## config.mk

```make
export PLATFORM = sky130hd
export DESIGN_NAME = speed_ramp_ctrl
export DESIGN_NICKNAME = d
export VERILOG_FILES = /design/src/rtl/speed_ramp_ctrl_pkg.sv /design/src/rtl/speed_ramp_ctrl_period_timer.sv /design/src/rtl/speed_ramp_ctrl.sv
export SDC_FILE = /design/constraint.sdc
export NUM_CORES = 1
export LEC_CHECK = 0
export CAP_MARGIN = 25
export CORE_MARGIN = 10
export CORE_UTILIZATION = 49
export CTS_BUF_LIST = sky130_fd_sc_hd__clkbuf_8
export DETAILED_ROUTE_END_ITERATION = 8
export PLACE_DENSITY_LB_ADDON = 0.1
export SETUP_SLACK_MARGIN = 0.1
export SLEW_MARGIN = 20
export SYNTH_ARGS = -nofsm -noshare
export SYNTH_HDL_FRONTEND = slang
export SYNTH_SLANG_ARGS = --single-unit
```

## constraint.sdc

```tcl
create_clock -name clock -period 2.9 [get_ports clock]
set_input_delay 0.29 -clock clock [delete_from_list [all_inputs] [get_ports clock]]
set_output_delay 0.29 -clock clock [all_outputs]
set_load 0.1 [all_outputs]
```

## src/rtl/speed_ramp_ctrl_pkg.sv

```systemverilog
// Shared definitions for the speed ramp controller and the PWM stage that consumes its speed code.
package speed_ramp_ctrl_pkg;

  localparam int unsigned SPEED_W = 3;
  localparam logic [SPEED_W-1:0] SPEED_MAX = 3'd7;

  typedef enum logic [1:0] {
    IDLE = 2'd0,
    RAMP = 2'd1,
    STOP = 2'd2
  } state_t;

  // One code toward tgt, clamped to the legal speed range.
  function automatic logic [SPEED_W-1:0] step_toward(input logic [SPEED_W-1:0] cur,
                                                     input logic [SPEED_W-1:0] tgt);
    if (tgt > cur && cur != SPEED_MAX) return cur + SPEED_W'(1);
    if (tgt < cur && cur != '0) return cur - SPEED_W'(1);
    return cur;
  endfunction

endpackage

```

## src/rtl/speed_ramp_ctrl_period_timer.sv

```systemverilog
// Free-running PWM-period counter; period_tick marks the last cycle of each period.
module period_timer #(
  parameter int unsigned PERIOD_BITS = 5
) (
  input  logic clock,
  input  logic reset,
  output logic period_tick
);

  logic [PERIOD_BITS-1:0] count;

  always_ff @(posedge clock) begin
    if (reset) count <= '0;
    else       count <= count + PERIOD_BITS'(1);
  end

  assign period_tick = &count;

endmodule

```

## src/rtl/speed_ramp_ctrl.sv

```systemverilog
// Ramps the PWM speed code one step per DWELL_PERIODS periods toward a commanded target,
// with emergency stop and retargeting while ramping.
module speed_ramp_ctrl
  import speed_ramp_ctrl_pkg::*;
#(
  parameter int unsigned PERIOD_BITS   = 5,
  parameter int unsigned DWELL_PERIODS = 4
) (
  input  logic               clock,
  input  logic               reset,
  input  logic [SPEED_W-1:0] cmd_speed,
  input  logic               cmd_valid,
  output logic               cmd_ready,
  input  logic               estop,
  output logic [SPEED_W-1:0] speed,
  output logic               ramping,
  output logic               at_target,
  output logic               period_tick
);

  localparam logic [3:0] DWELL_LAST = 4'(DWELL_PERIODS - 1);

  state_t             state, state_nxt;
  logic [SPEED_W-1:0] target, target_nxt, speed_nxt;
  logic [3:0]         dwell, dwell_nxt;
  logic               at_target_nxt;
  logic               accept, step_due;

  period_timer #(.PERIOD_BITS(PERIOD_BITS)) u_period_timer (
    .clock      (clock),
    .reset      (reset),
    .period_tick(period_tick)
  );

  assign cmd_ready = !reset && !estop && (state != STOP);
  assign accept    = cmd_valid && cmd_ready;
  assign step_due  = (state == RAMP) && period_tick && (dwell == DWELL_LAST);
  assign ramping   = (state == RAMP);

  always_comb begin
    state_nxt     = state;
    speed_nxt     = speed;
    target_nxt    = target;
    dwell_nxt     = dwell;
    at_target_nxt = 1'b0;
    if (estop) begin
      state_nxt  = STOP;
      speed_nxt  = '0;
      target_nxt = '0;
      dwell_nxt  = '0;
    end else begin
      case (state)
        STOP: state_nxt = IDLE;
        IDLE: begin
          if (accept) begin
            target_nxt = cmd_speed;
            if (cmd_speed == speed) begin
              at_target_nxt = 1'b1;
            end else begin
              state_nxt = RAMP;
              dwell_nxt = '0;
            end
          end
        end
        RAMP: begin
          if (accept) target_nxt = cmd_speed;
          if (accept && cmd_speed == speed) begin
            state_nxt     = IDLE;
            at_target_nxt = 1'b1;
          end else begin
            // Step direction follows the (possibly just updated) target; arrival is judged
            // against the stepped speed so a same-edge retarget sees the new position.
            if (period_tick) dwell_nxt = step_due ? 4'd0 : dwell + 4'd1;
            if (step_due) speed_nxt = step_toward(speed, target_nxt);
            if (step_due && speed_nxt == target_nxt) begin
              state_nxt     = IDLE;
              at_target_nxt = 1'b1;
            end
          end
        end
        default: state_nxt = IDLE;
      endcase
    end
  end

  always_ff @(posedge clock) begin
    if (reset) begin
      state     <= IDLE;
      speed     <= '0;
      target    <= '0;
      dwell     <= '0;
      at_target <= 1'b0;
    end else begin
      state     <= state_nxt;
      speed     <= speed_nxt;
      target    <= target_nxt;
      dwell     <= dwell_nxt;
      at_target <= at_target_nxt;
    end
  end

endmodule
```

# Word level (Yosys, flattened, before mapping)
# Cells that the tools add are included.
# totals
wordCells	88
out_inout_bits	7
inputBits	7
reg_bits	18
# op_classes
bitwise_logic	1
n_mux	40
magnitude_cmp	2
addsub	4
reduce_logical	20
n_eq_ne	14
# ops
operator	count
two-way mux 3 bit	11
two-way mux 4 bit	5
two-way mux 1 bit	15
two-way mux 2 bit	5
AND reduction 5 bit	2
logical AND 1 bit	9
inequality test 3 bit (second input constant)	3
inequality test 2 bit (second input constant)	4
one-hot mux 4 bit (2 select lines)	1
equality test 3 bit	2
one-hot mux 3 bit (2 select lines)	1
AND reduction 3 bit	2
adder 5 x 1 -> 5 bit (second input constant)	1
adder 4 x 1 -> 4 bit (second input constant)	1
equality test 4 x 2 -> 1 bit (second input constant)	1
inequality test 4 x 2 -> 1 bit (second input constant)	1
one-hot mux 2 bit (2 select lines)	1
adder 3 x 1 -> 3 bit (second input constant)	1
greater-than comparator 3 bit	1
less-than comparator 3 bit	1
inequality test 3 x 1 -> 1 bit (second input constant)	1
nonzero test 3 bit	1
subtractor 3 x 1 -> 3 bit (second input constant)	1
equality test 2 x 1 -> 1 bit (second input constant)	1
other kinds (8)	9

# Logic depth before layout (Yosys ltp)
# depth
word_depth	31
depth_mapped	14
depth_no_buf	13

# Modules after synthesis
# Synthesis repeated with hierarchy kept, for this count alone.
# unflattened
cells_unflattened	146
hier_area_um2	1252.5
# by_module_without_submodules
module	seq_area_each_um2	cells_per_inst	area_per_inst_um2	instances
speed_ramp_ctrl	260.2	129	1056.0	1
period_timer	100.1	17	196.4	1

# Worst setup path before layout
# OpenSTA, ideal clock, no wires.
# synth_path
path_type	register to register
from	reg speed[2]
to	reg state[0]
n_path_buf	0
setup_slack_ps	-201
setup_time_ps	115
stages_incl_launch_ff	10
period_less_slack_ps	3101
required_time_ps	2785
arrival_time_ps	2985
cell_sequence	dfxtp_1 -> inv_1 -> ha_1 -> a21oi_1 -> a21boi_0 -> a21oi_1 -> a311oi_2 -> a21oi_1 -> nand4b_1 -> and3_1
# synth_between
elab_chain_cells	18
word_cells_on_any_way	36
cone_classes	add/sub (2); order compare (2); eq/ne (5); mux (21); reduce/logical (6)
# synth_lines
item	line_no	source
from (decl)	speed_ramp_ctrl.sv:15	output logic [SPEED_W-1:0] speed,
from (signal assigned)	speed_ramp_ctrl.sv:95	speed <= speed_nxt;
less-than comparator 3 bit or nonzero test 3 bit (tied branches)	speed_ramp_ctrl_pkg.sv:17	if (tgt < cur && cur != '0) return cur - SPEED_W'(1);
logical AND 1 bit	speed_ramp_ctrl_pkg.sv:17	
two-way mux 1 bit (2 in series)	speed_ramp_ctrl_pkg.sv:17	
two-way mux 1 bit	speed_ramp_ctrl.sv:74	if (step_due) speed_nxt = step_toward(speed, target_nxt);
two-way mux 1 bit	speed_ramp_ctrl.sv:67	if (accept && cmd_speed == speed) begin
two-way mux 1 bit	speed_ramp_ctrl.sv:52	case (state)
two-way mux 1 bit	speed_ramp_ctrl.sv:46	if (estop) begin
two-way mux 3 bit	speed_ramp_ctrl_pkg.sv:18	return cur;
two-way mux 3 bit	speed_ramp_ctrl_pkg.sv:17	
two-way mux 3 bit	speed_ramp_ctrl.sv:74	
two-way mux 3 bit	speed_ramp_ctrl.sv:67	
two-way mux 3 bit	speed_ramp_ctrl.sv:52	
two-way mux 3 bit	speed_ramp_ctrl.sv:46	
equality test 3 bit	speed_ramp_ctrl.sv:75	if (step_due && speed_nxt == target_nxt) begin
logical AND 1 bit	speed_ramp_ctrl.sv:75	
inequality test 3 x 1 -> 1 bit (no source line)	n/a	
AND reduction 3 bit (no source line)	n/a	
to (signal assigned)	speed_ramp_ctrl.sv:94	state <= state_nxt;
to (decl)	speed_ramp_ctrl.sv:23	state_t state, state_nxt;
# Parallel ways exist; a longest one is shown, timed or not. The select of a mux whose other input is x is not followed.
# A chain may end at the register's enable or synchronous reset.

# Worst setup path after layout
# layout_path
from	reg state[0]
to	reg state[0]
# layout_between
elab_chain_cells	24
word_cells_on_any_way	41
cone_classes	order compare (2); eq/ne (6); mux (23); reduce/logical (10)
# layout_lines
item	line_no	source
inequality test 2 bit	speed_ramp_ctrl.sv:35	assign cmd_ready = !reset && !estop && (state != STOP);
logical AND 1 bit	speed_ramp_ctrl.sv:35	
logical AND 1 bit	speed_ramp_ctrl.sv:36	assign accept = cmd_valid && cmd_ready;
two-way mux 3 bit	speed_ramp_ctrl.sv:66	if (accept) target_nxt = cmd_speed;
two-way mux 3 bit	speed_ramp_ctrl.sv:52	
two-way mux 3 bit	speed_ramp_ctrl.sv:46	
less-than comparator 3 bit	speed_ramp_ctrl_pkg.sv:17	
logical AND 1 bit	speed_ramp_ctrl_pkg.sv:17	
[... 8 more ...]	n/a	
two-way mux 3 bit	speed_ramp_ctrl.sv:74	
two-way mux 3 bit	speed_ramp_ctrl.sv:67	
two-way mux 3 bit	speed_ramp_ctrl.sv:52	
two-way mux 3 bit	speed_ramp_ctrl.sv:46	
equality test 3 bit	speed_ramp_ctrl.sv:75	
logical AND 1 bit	speed_ramp_ctrl.sv:75	
inequality test 3 x 1 -> 1 bit (no source line)	n/a	
AND reduction 3 bit (no source line)	n/a	
# Parallel ways exist; a longest one is shown, timed or not. The select of a mux whose other input is x is not followed.

==> flow_summary.yaml <==
synthesis:
  synth_adder_area_share_pct: 9.57
  syn-mean-instance-area_um2: 8.58
  synthesis.nets: 153
  ys_seq_elements: 18
  syn_area_mm2: 0.00118
  synth_compound_area_share_pct: 18.7
  synthSimpleGateAreaFrac_pct: 26.3
  synth_xor_area_share_pct: 6.70
  muxShareOfSynthArea_pct: 4.47
  ys_warn_count: 0
  synthTopCellsByArea: "dfxtp_1, ha_1, nor2_1, a21oi_1, nor2b_1"
  synth_top_area_share_pct: 30.6
  synth_seq_area_share_pct: 30.6
  ys_types: 41
  synth_top_area_cell: "dfxtp_1"
  synth_top_family_by_area: "simple AND/OR/NAND/NOR gates"
  syn_inst: 137
finish:
  syn_to_final_growth_pct: 36.9
  fillers: 191
  final_cell_mix: "buf_4, nor2_1, dfxtp_1, a21oi_1, ha_1"
  multi_input_area_um2: 855
  nNetsFinal: 188
  final_common_cell: "buf_4"
  finish.utilization_pct: 71.4
  diodes: 0
  regArea_um2: 368
  drive_gt1_share_pct: 33.3
floorplan:
  die-area_mm2: 0.00476
  num_io_pins: 14
  die_h_um: 69.0
  rows: 17
  initial_utilization_pct: 52.2
  core_area_mm2: 0.00225
  die_w_um: 69.0
critical_path:
  endpoint_kind: "register"
  worstSetupPathType: "register to register"
  critPathBufInv: 2
  crit_family: "compound AO/OA/AOI/OAI gates"
  cp_cell_sequence: "nand2b_4, nand2_4, mux2i_4, inv_2, ha_4, a21oi_1, a21boi_2, buf_4, a31o_1, o211ai_1, xnor2_1, nand4b_1, and3_1"
  startpoint_type: "register"
  cp_slowest_cell: "dfxtp_4"
  r2r_setup_slack_ns: 0.26
  cp.arrival_ns: 2.79
  required_ns: 3.05
  crit_fanout: 4
  max_stage_delay_ns: 0.35
drt:
  drt_iter0_markers: 58
  vias: 1113
  wire_per_inst_um: 14.7
  drt_wl_total_um: 2930
  viasPerCell: 5.59
  first_pass_iters: 5
  final_antenna_net_count: 0
  route.detailed.drc: 0
placement:
  gp_congestion: 0.960
  place_hpwl_um: 2160
  port_buffers: 13
  dp_slack_ns: -0.320
global_route:
  grt_antenna_before_repair: 0
  grt_max_degree: 13
  globalRouteTotalUtil_pct: 12.8
  grt_first_pass_wirelength_um: 4710
  grt_pass1_vias: 1061
  grt_overflow: 0
pwr:
  p_leak_nw: 0.719
  powerDensity_mw_per_mm2: 358
  vdd_ir_drop_max_mv: 0.304
  power_uw: 576
timing:
  slew_headroom_pct: 66.8
  fmax_mhz: 378
  worstMarginPinSlew_ns: 0.494
  fin_ws_ns: 0.257
  fin_crit_ns: 2.64
  final-setup-viol-count: 0
  slew_violations: 0
  finalClockSkew_ns: 0.00119
  rsz0062_at_grt: "no"
  hold_viol: 0
  fin_crit_sh_pct: 91.1
cts:
  path_clk_slew_ns: 0.07
  cts_buffers: 3
  insertion_delay_ns: 0.25
  cts_tree: "yes"
  htree_levels: 1
  clk_path_buf_depth: 2
  cts_sinks: 18
  ctsRootBufferMaster: "clkbuf_8"
flow_run:
  drv_cap: 0
status:
  outcome: "finished clean"
hold_path:
  worstHoldPathType: "input port to register"
## worst register-to-register path, delay by kind of cell, from the launching register on
family,cells,cell delay (ns)
muxes,1,0.23
AOI/OAI and AO/OA,4,0.69
and+or+nand+nor,4,0.61
buffers and inverters,2,0.23
DFF,1,0.35
xor gates and xnor gates,1,0.15
adders and majority gates,1,0.27
## Yosys cell counts (all sizes together)
cell type / count
or2: 2
xnor2: 5
a22oi: 1
a311oi: 2
a31oi: 1
nor3: 3
nand2: 8
dfxtp: 18
nor2: 18
and3: 3
o21ai: 2
and2: 2
xor2: 4
buf: 2
and2b: 1
a31o: 2
o211ai: 1
mux2: 2
nand2b: 3
a21o: 1
ha: 9
inv: 6
clkbuf: 1
mux2i: 3
a21bo: 1
nor3b: 1
a2111oi: 1
a211oi: 3
nor2b: 7
a32oi: 1
nand3: 7
a21boi: 2
o22ai: 1
nand4: 1
a21oi: 10
nand4b: 2
## flip-flops by register name, summed over array words and instances (netlist names)
| signal | count |
|---|---|
| u_period_timer.count | 5 |
| dwell | 4 |
| speed | 3 |
| target | 3 |
| state | 2 |
| at_target | 1 |
## repair_timing
action	CTS	global route
setup endpoints to repair	2	3
resized for setup	8	16
buffers inserted	3	3
hold buffers	0	0
pin swaps	6	10
## where the power goes
group / internal, mW / switching [mW] / leakage [nW]
Combinational: 0.0550 / 0.0606 / 0.541
Clock: 0.121 / 0.0823 / 0.0288
Sequential: 0.253 / 0.00490 / 0.148
Total: 0.429 / 0.148 / 0.719
## through the flow
| stage | std cells | hold WS [ns] | TNS (ns) | instance area [um^2] |
|---|---|---|---|---|
| after floorplan | 137 | 0.362 | 0 | 1180 |
| after global placement | 190 | 0.416 | -0.398 | 1440 |
| after detailed placement | 190 | 0.426 | -0.807 | 1440 |
| after CTS | 197 | 0.444 | 0 | 1540 |
| after global routing | 199 | 0.414 | 0 | 1610 |
| final | 199 | 0.399 | 0 | 1610 |
## worst paths after layout
| kind | from | to | cells past startpoint |
|---|---|---|---|
| hold reg to reg | u_period_timer.count[0] | u_period_timer.count[0] | 1 |
| setup / recovery | state[0] | state[0] | 13 |
| setup reg to reg | state[0] | state[0] | 13 |
| hold / removal | reset | u_period_timer.count[4] | 3 |
## kinds of logic after synthesis
group,after synthesis
compound gates,29
xor+xnor,9
fa+ha+maj,9
buf+inv,9
flops,18
mux,5
simple gates,58
## per-layer routing
layer	vias up	wire length (um)	share of wire (%)	GRT usage [%]
met2	29	1490	51	20.8
li1	555	-	-	-
met1	525	1240	42	15.3
met5	-	0	0	0
met3	4	162	5.5	4.19
met4	0	36	1.2	4.68
## layout make-up
cell class | instances | share of cell area (%)
repair buffers | 33 | 17.1
inverters | 6 | 1.40
flip-flops and latches | 18 | 22.8
clock buffers | 4 | 3.42
well taps | 28 | 2.18
multi-input cells | 110 | 53.1
No activity file was read; power rests on OpenSTA's default activity.
